--- config.mk ---
export PLATFORM = sky130hd
export DESIGN_NAME = fact_controller_flat
export DESIGN_NICKNAME = d
export VERILOG_FILES = /design/src/rtl/fact_controller_if.sv /design/src/rtl/fact_controller.sv /design/src/flat_wrapper.sv
export SDC_FILE = /design/constraint.sdc
export NUM_CORES = 1
export LEC_CHECK = 0
export CORE_AREA = 4 4 41 43
export DETAILED_ROUTE_END_ITERATION = 10
export DIE_AREA = 0 0 45 47
export HOLD_SLACK_MARGIN = 0.06
export PLACE_DENSITY = 0.61
export SLEW_MARGIN = 5
export SYNTH_ARGS = -nofsm -noshare
export SYNTH_HDL_FRONTEND = slang
export SYNTH_SLANG_ARGS = --single-unit
--- constraint.sdc ---
create_clock -name clk -period 1.3 [get_ports clk]
set_clock_uncertainty 0.05 [all_clocks]
set_input_delay 0.13 -clock clk [delete_from_list [all_inputs] [get_ports clk]]
set_output_delay 0.13 -clock clk [all_outputs]
set_load 0.01 [all_outputs]
--- src/rtl/fact_controller_if.sv ---
// fact_controller_if: control bundle between the factorial controller and
// the 8-bit factorial datapath / host.
//   start    host -> controller, run request (sampled only in IDLE)
//   compare  datapath -> controller, ALU output == 1
//   IE, we, wa              register file write mux / enable / address
//   rea, raa, reb, rab      register file read enables / addresses
//   Sel_alu                 ALU operation
//   OE                      output register load enable
//   busy, done              run status; Out is valid while done is high
//   cycles   (FACT_CYCLE_CNT_EN only) busy-cycle count of the last run
// Modports: master = controller side, slave = datapath/host side.
interface fact_controller_if;
   logic       start;
   logic       compare;
   logic       IE;
   logic       we;
   logic [1:0] wa;
   logic       rea;
   logic [1:0] raa;
   logic       reb;
   logic [1:0] rab;
   logic [2:0] Sel_alu;
   logic       OE;
   logic       busy;
   logic       done;
`ifdef FACT_CYCLE_CNT_EN
   logic [7:0] cycles;
`endif

   modport master (
      input  start, compare,
      output IE, we, wa, rea, raa, reb, rab, Sel_alu, OE, busy, done
`ifdef FACT_CYCLE_CNT_EN
      , output cycles
`endif
   );

   modport slave (
      output start, compare,
      input  IE, we, wa, rea, raa, reb, rab, Sel_alu, OE, busy, done
`ifdef FACT_CYCLE_CNT_EN
      , input cycles
`endif
   );
endinterface

--- src/rtl/fact_controller.sv ---
// fact_controller: Moore control FSM sequencing the 8-bit factorial
// datapath (mux, 4x8 register file, ALU, output register).
// R0 holds the counter N, R1 the accumulator. Computes N! mod 256.
// Ports:
//   clk  rising-edge clock
//   rst  asynchronous active-high reset
//   ctl  fact_controller_if.master (start/compare in, datapath controls,
//        busy/done out)
// Optional feature macro FACT_CYCLE_CNT_EN: adds ctl.cycles, the number of
// busy cycles of the run (saturating at 255, held while idle).
module fact_controller #(
   parameter logic [2:0] OP_PASS = 3'b000,
   parameter logic [2:0] OP_INC  = 3'b001,
   parameter logic [2:0] OP_DEC  = 3'b010,
   parameter logic [2:0] OP_MUL  = 3'b011
) (
   input logic               clk,
   input logic               rst,
   fact_controller_if.master ctl
);

   typedef enum logic [3:0] {
      S_IDLE,
      S_LOAD,
      S_TEST0,
      S_ZERO_OUT,
      S_TEST1,
      S_ONE_OUT,
      S_INIT,
      S_DEC,
      S_MUL,
      S_OUTPUT,
      S_DONE
   } state_t;

   state_t state;
   state_t state_nxt;

   // State register
   always_ff @(posedge clk or posedge rst) begin
      if (rst) state <= S_IDLE;
      else     state <= state_nxt;
   end

   // Next-state logic
   always_comb begin
      state_nxt = state;
      case (state)
         S_IDLE:     if (ctl.start) state_nxt = S_LOAD;
         S_LOAD:     state_nxt = S_TEST0;
         S_TEST0:    state_nxt = ctl.compare ? S_ZERO_OUT : S_TEST1;
         S_ZERO_OUT: state_nxt = S_DONE;
         S_TEST1:    state_nxt = ctl.compare ? S_ONE_OUT : S_INIT;
         S_ONE_OUT:  state_nxt = S_DONE;
         S_INIT:     state_nxt = S_DEC;
         // compare reflects the decremented value being written to R0
         S_DEC:      state_nxt = ctl.compare ? S_OUTPUT : S_MUL;
         S_MUL:      state_nxt = S_DEC;
         S_OUTPUT:   state_nxt = S_DONE;
         S_DONE:     state_nxt = S_IDLE;
         default:    state_nxt = S_IDLE;
      endcase
   end

   // Output decode (pure function of state)
   always_comb begin
      ctl.IE      = 1'b0;
      ctl.we      = 1'b0;
      ctl.wa      = '0;
      ctl.rea     = 1'b0;
      ctl.raa     = '0;
      ctl.reb     = 1'b0;
      ctl.rab     = '0;
      ctl.Sel_alu = OP_PASS;
      ctl.OE      = 1'b0;
      ctl.busy    = (state != S_IDLE);
      ctl.done    = 1'b0;
      case (state)
         S_LOAD: begin
            ctl.IE = 1'b1;
            ctl.we = 1'b1;
         end
         S_TEST0: begin
            ctl.rea     = 1'b1;
            ctl.Sel_alu = OP_INC;
         end
         S_ZERO_OUT: begin
            ctl.rea     = 1'b1;
            ctl.Sel_alu = OP_INC;
            ctl.OE      = 1'b1;
         end
         S_TEST1: begin
            ctl.rea = 1'b1;
         end
         S_ONE_OUT: begin
            ctl.rea = 1'b1;
            ctl.OE  = 1'b1;
         end
         S_INIT: begin
            ctl.rea = 1'b1;
            ctl.we  = 1'b1;
            ctl.wa  = 2'd1;
         end
         S_DEC: begin
            ctl.rea     = 1'b1;
            ctl.Sel_alu = OP_DEC;
            ctl.we      = 1'b1;
         end
         S_MUL: begin
            ctl.rea     = 1'b1;
            ctl.raa     = 2'd1;
            ctl.reb     = 1'b1;
            ctl.Sel_alu = OP_MUL;
            ctl.we      = 1'b1;
            ctl.wa      = 2'd1;
         end
         S_OUTPUT: begin
            ctl.rea = 1'b1;
            ctl.raa = 2'd1;
            ctl.OE  = 1'b1;
         end
         S_DONE: begin
            ctl.done = 1'b1;
         end
         default: ;
      endcase
   end

`ifdef FACT_CYCLE_CNT_EN
   logic [7:0] cycle_cnt;

   // Restarting at 1 counts the LOAD cycle itself; no increment out of DONE,
   // so the value seen with done is the run length and is held in IDLE.
   always_ff @(posedge clk or posedge rst) begin
      if (rst)
         cycle_cnt <= '0;
      else if (state == S_IDLE && ctl.start)
         cycle_cnt <= 8'd1;
      else if (state != S_IDLE && state != S_DONE && cycle_cnt != '1)
         cycle_cnt <= cycle_cnt + 8'd1;
   end

   assign ctl.cycles = cycle_cnt;
`endif

endmodule

--- src/flat_wrapper.sv ---
// flat-port wrapper written by rule: the top's interface ports become plain ports
module fact_controller_flat 
#(
   parameter logic [2:0] OP_PASS = 3'b000,
   parameter logic [2:0] OP_INC  = 3'b001,
   parameter logic [2:0] OP_DEC  = 3'b010,
   parameter logic [2:0] OP_MUL  = 3'b011
)
  (clk, rst, ctl_start, ctl_compare, ctl_IE, ctl_we, ctl_wa, ctl_rea, ctl_raa, ctl_reb, ctl_rab, ctl_Sel_alu, ctl_OE, ctl_busy, ctl_done);
  fact_controller_if ctl_i ();
  input logic clk;
  input logic rst;
  input wire logic [$bits(ctl_i.start)-1:0] ctl_start;
  input wire logic [$bits(ctl_i.compare)-1:0] ctl_compare;
  output wire logic [$bits(ctl_i.IE)-1:0] ctl_IE;
  output wire logic [$bits(ctl_i.we)-1:0] ctl_we;
  output wire logic [$bits(ctl_i.wa)-1:0] ctl_wa;
  output wire logic [$bits(ctl_i.rea)-1:0] ctl_rea;
  output wire logic [$bits(ctl_i.raa)-1:0] ctl_raa;
  output wire logic [$bits(ctl_i.reb)-1:0] ctl_reb;
  output wire logic [$bits(ctl_i.rab)-1:0] ctl_rab;
  output wire logic [$bits(ctl_i.Sel_alu)-1:0] ctl_Sel_alu;
  output wire logic [$bits(ctl_i.OE)-1:0] ctl_OE;
  output wire logic [$bits(ctl_i.busy)-1:0] ctl_busy;
  output wire logic [$bits(ctl_i.done)-1:0] ctl_done;
  assign ctl_i.start = ctl_start;
  assign ctl_i.compare = ctl_compare;
  assign ctl_IE = ctl_i.IE;
  assign ctl_we = ctl_i.we;
  assign ctl_wa = ctl_i.wa;
  assign ctl_rea = ctl_i.rea;
  assign ctl_raa = ctl_i.raa;
  assign ctl_reb = ctl_i.reb;
  assign ctl_rab = ctl_i.rab;
  assign ctl_Sel_alu = ctl_i.Sel_alu;
  assign ctl_OE = ctl_i.OE;
  assign ctl_busy = ctl_i.busy;
  assign ctl_done = ctl_i.done;
  fact_controller #(.OP_PASS(OP_PASS), .OP_INC(OP_INC), .OP_DEC(OP_DEC), .OP_MUL(OP_MUL)) u_core (.clk(clk), .rst(rst), .ctl(ctl_i));
endmodule
==> impl_metrics.env, run 1 <==
export IMPL_clock_path_buffers=2
export IMPL_ios=20
export IMPL_die_w_um=45
export IMPL_die_area_sq_um=2120
export IMPL_netlist_instances=51
export IMPL_pre_cts_ws_ns=-0.424
export IMPL_async_flop_share_pct=100
export IMPL_port_buffers=14
export IMPL_dr_total_vias=486
export IMPL_yosysWarnings=0
export IMPL_synth_ff_type="dfrtp_1"
export IMPL_clk_pin_slew_worst_paths_ns=0.04
export IMPL_numCtsBuffers=3
export IMPL_period_needed_ns=1.68
export IMPL_initial_utilization_pct=30.7
export IMPL_cts_sinks=4
export IMPL_p_total_mw=1.99
export IMPL_row_count=13
export IMPL_h_tree_depth=1
export IMPL_syn2layout_area_growth_pct=94.4
export IMPL_viasPerCell=4.63
export IMPL_n_antenna_cell=0
export IMPL_rsz0062_at_grt="yes"
export IMPL_wl_per_cell_um=13.5
export IMPL_antenna_found_initial=0
export IMPL_hp_class="in -> reg"
export IMPL_avgSynthCellArea_sq_um=7.83
export IMPL_top_register="u_core.state"
export IMPL_yosys_register_bits=4
export IMPL_synth_distinct_cells=29
export IMPL_reg_largest_list="u_core.state: 4 flops"
export IMPL_endpoint_kind="output pin"
export IMPL_synth_seq_area_share_pct=25.1
export IMPL_largest_reg_flops=4
export IMPL_status="finished with violations"
export IMPL_crit_type="reg -> out"
export IMPL_grt_usage_pct=14.8
export IMPL_violations="setup timing"
export IMPL_first_pass_iters=4
export IMPL_drc=0
export IMPL_cts_root_buf="clkbuf_4"
export IMPL_grt_overflow_total=0
export IMPL_drv_cap=0
export IMPL_setup_viol=13
export IMPL_synth_edf_count=0
export IMPL_grt_max_degree=10
export IMPL_cts_tree="done"
export IMPL_setup_worst_path_start_class="register"
export IMPL_required_ns=1.12
export IMPL_peakVddDrop_mv=0.985
export IMPL_fin_crit_sh_pct=129
export IMPL_grt_pass1_wl_um=2050
export IMPL_synth_top_cell_area_share_pct=25.1
export IMPL_syn_area_sq_um=399
export IMPL_hold_viol=0
export IMPL_ant_nets=0
export IMPL_nNetsFinal=96
export IMPL_power_density_nw_per_um2=2560
export IMPL_yosys_top_cells_count="5 x buf_4, 5 x nor2_1, 4 x a21oi_1, 4 x dfrtp_1, 4 x nand2_1"
export IMPL_fin_area_sq_um=776
export IMPL_setup_ws_ns=-0.377
export IMPL_grt_pass1_vias=456
export IMPL_fin_util_pct=59.6
export IMPL_crit_fanout=6
export IMPL_dp_hpwl_um=710
export IMPL_leakage_nw=0.397
export IMPL_drt_iter0_drc=7
export IMPL_wl_um=1410
export IMPL_ys_top_cells_by_area="dfrtp_1 25%, buf_4 9.4%, buf_6 5.6%, a21oi_1 5.0%, nor2_1 4.7%"
export IMPL_finalMaxSlewViolations=0
export IMPL_die_h_um=47
export IMPL_place_congestion=0.912
export IMPL_placed_area_sq_um=602
export IMPL_clock_latency_ns=0.25
export IMPL_critical_path_arrival_ns=1.50
export IMPL_fp_coreArea_sq_um=1300
export IMPL_drive_above_1_share_pct=63.3
export IMPL_max_freq_ghz=0.596
export IMPL_yosysTopAreaCell="dfrtp_1"
-- worst paths after layout --
kind | from | to | slack [ns] | cells after the start
max reg2reg | u_core.state[1] | u_core.state[1] | -0.14 | 7
min | ctl_start | u_core.state[0] | 0.53 | 3
max | u_core.state[2] | ctl_we | -0.38 | 5
min reg2reg | u_core.state[0] | u_core.state[0] | 0.69 | 2
max in group asynchronous | rst | u_core.state[0] | 0.43 | 3
min in group asynchronous | rst | u_core.state[1] | 0.60 | 3
-- where the power goes --
part	internal (mW)	switching, mW	total (mW)
combinational	0.847	0.654	1.50
sequential	0.194	0.128	0.321
clock	0.104	0.0599	0.164
total	1.14	0.841	1.99
-- per-stage QoR --
step,setup TNS (ns),instances,hold slack [ns]
floorplan,0,55,-0.154
global placement,-3.70,87,0.268
detailed placement,-3.85,87,0.276
CTS,-2.42,102,0.527
global route,-3.72,105,0.540
finish,-2.94,105,0.529
-- layout make-up --
type / count / area [sq um]
Sequential cell: 4 / 105
Clock buffer: 3 / 22.5
Timing Repair Buffer: 41 / 337
Inverter: 3 / 11.3
Tap cell: 15 / 18.8
Multi-Input combinational cell: 39 / 282
Fill cell: 121 / 526
-- cells in the final DEF, fill, tap and decap left out, drive strengths merged --
cell type,Yosys,routed
buf,9,37
nor2,6,6
conb,1,5
dfrtp,4,4
a21oi,4,4
nand2,4,4
clkbuf,0,3
clkdlybuf4s50,0,3
inv,3,3
xnor2,2,2
and2,2,2
o21ai,2,2
mux2i,1,1
a221oi,1,1
nor2b,1,1
o21a,1,1
nor4,1,1
and3b,1,1
and3,1,1
a21o,1,1
nor3b,1,1
or4,1,1
o21bai,1,1
nor3,1,1
maj3,1,1
o211ai,1,1
dlygate4sd3,0,1
-- kinds of logic after synthesis --
family / count (synthesis) / share of synthesized area (%)
adder cells (fa/ha/maj): 1 / 2.82
flip-flops: 4 / 25.1
XOR/XNOR: 2 / 4.39
other: 1 / 0.940
AND/OR/NAND/NOR: 19 / 26.6
multiplexers: 1 / 2.51
buffers and inverters: 12 / 20.4
AO/OA/AOI/OAI: 11 / 17.2
-- critical path: stages, from the launching register on --
cell and delay, ns:
dfrtp_2 0.44, buf_6 0.13, nor4_4 0.24, buf_4 0.17, o21bai_1 0.10, buf_2 0.15
-- timing repair --
item                                    4_1_cts  5_1_grt
hold buffers                                  1        0
resized for setup                            61       11
endpoints found under the setup margin       12       13
endpoints found under the hold margin         4        0
pin swaps                                     4        9
setup buffers                                11        4
-- routing by layer --
metal	up-vias	track usage (%)	wire length [um]
met3	6	2.68	81
met2	19	26.6	775
li1	238	-	-
met5	-	0	0
met1	223	14.2	508
met4	0	14.0	47
Power figures use the tool's default switching activity.
==> run 2: changes to the inputs <==
- GPL_ROUTABILITY_DRIVEN: unset -> 0
==> results of run 2 <==
The final DEF is identical to that of run 1; final timing and power are the same.
==> variant: new RTL, config.mk and constraints of run 1 <==
Encoding of `state_t`: now one-hot (11 bits for 11 states).
--- a/src/rtl/fact_controller.sv
+++ b/src/rtl/fact_controller.sv
@@ -20,16 +20,16 @@
 );
 
-   typedef enum logic [3:0] {
-      S_IDLE,
-      S_LOAD,
-      S_TEST0,
-      S_ZERO_OUT,
-      S_TEST1,
-      S_ONE_OUT,
-      S_INIT,
-      S_DEC,
-      S_MUL,
-      S_OUTPUT,
-      S_DONE
+   typedef enum logic [10:0] {
+      S_IDLE     = 11'b00000000001,
+      S_LOAD     = 11'b00000000010,
+      S_TEST0    = 11'b00000000100,
+      S_ZERO_OUT = 11'b00000001000,
+      S_TEST1    = 11'b00000010000,
+      S_ONE_OUT  = 11'b00000100000,
+      S_INIT     = 11'b00001000000,
+      S_DEC      = 11'b00010000000,
+      S_MUL      = 11'b00100000000,
+      S_OUTPUT   = 11'b01000000000,
+      S_DONE     = 11'b10000000000
    } state_t;
 
Function: same outputs for any inputs over 10 cycles, from zero or initial values and one cycle with rst high; not proved beyond that.
==> variant against run 1 <==
The run now fails in global routing; area after synthesis up 77%; synthesized cell count grew 53%.
==> variant: results (changes against run 1) <==
[clocking]
root_buffer=clkbuf_4
cts_htree_levels=1  ; unchanged
cts_buffers=3  ; unchanged
clock-sinks=11  ; +7
clk_path_buf_depth=2  ; unchanged

[synthesis]
ys_types=32  ; +10%
yosysWarningCount=0  ; unchanged
ys_seq_area_share_pct=39.1  ; +14 points
synth_top_area_share_pct=35.4  ; +10 points
ys.flop_type=dfrtp_1
ys_top_cells_by_count=nor2_1, dfrtp_1, buf_4, inv_1, nand2_1
synthTopCellsByArea=dfrtp_1, nor2_1, buf_4
synth_cells=78  ; +53%
synth-async-reset-ratio_pct=100  ; unchanged

[status]
lastStage=global routing
status=aborted with a tool error
firstError=[ERROR DPL-0038] Utilization greater than 100%, impossible to legalize

[global_route]
grt_max_degree=12

[timing]
worst_endpoint_kind=top-level output
worst_endpoint=ctl_OE

[placement]
place.port_buffers=14  ; unchanged
gp_congestion=0.783  ; -14%
dp_worst_setup_slack_ns=-0.753  ; -0.329 ns
place_area_um2=1020  ; +69%
placed_cells=127  ; +46%
hpwlAfterDp_um=1480  ; +110%

[floorplanning]
die_w_um=45  ; unchanged

==> variant: cell types whose count changed after synthesis, moves of 3 or more <==
cell,change
a21oi_1,-4
dfrtp_1,+6
inv_1,+3
nand3_1,+4
nor2_1,+7
==> variant: logic make-up after synthesis <==
family	count (synthesis)	synth area share [%]
AND/OR/NAND/NOR	42	37.5
multiplexers	1	1.42
flip-flops	11	39.1
XOR/XNOR	3	3.72
buffers and inverters	11	8.67
other	1	0.530
AO/OA/AOI/OAI	9	9.03
==> variant: timing repair <==
| item | CTS |
|---|---|
| hold endpoints to repair | 0 |
| endpoints found under the setup margin | 20 |
| pin swaps | 9 |
| setup buffers | 14 |
| hold buffers | 0 |
| gates resized for setup | 75 |
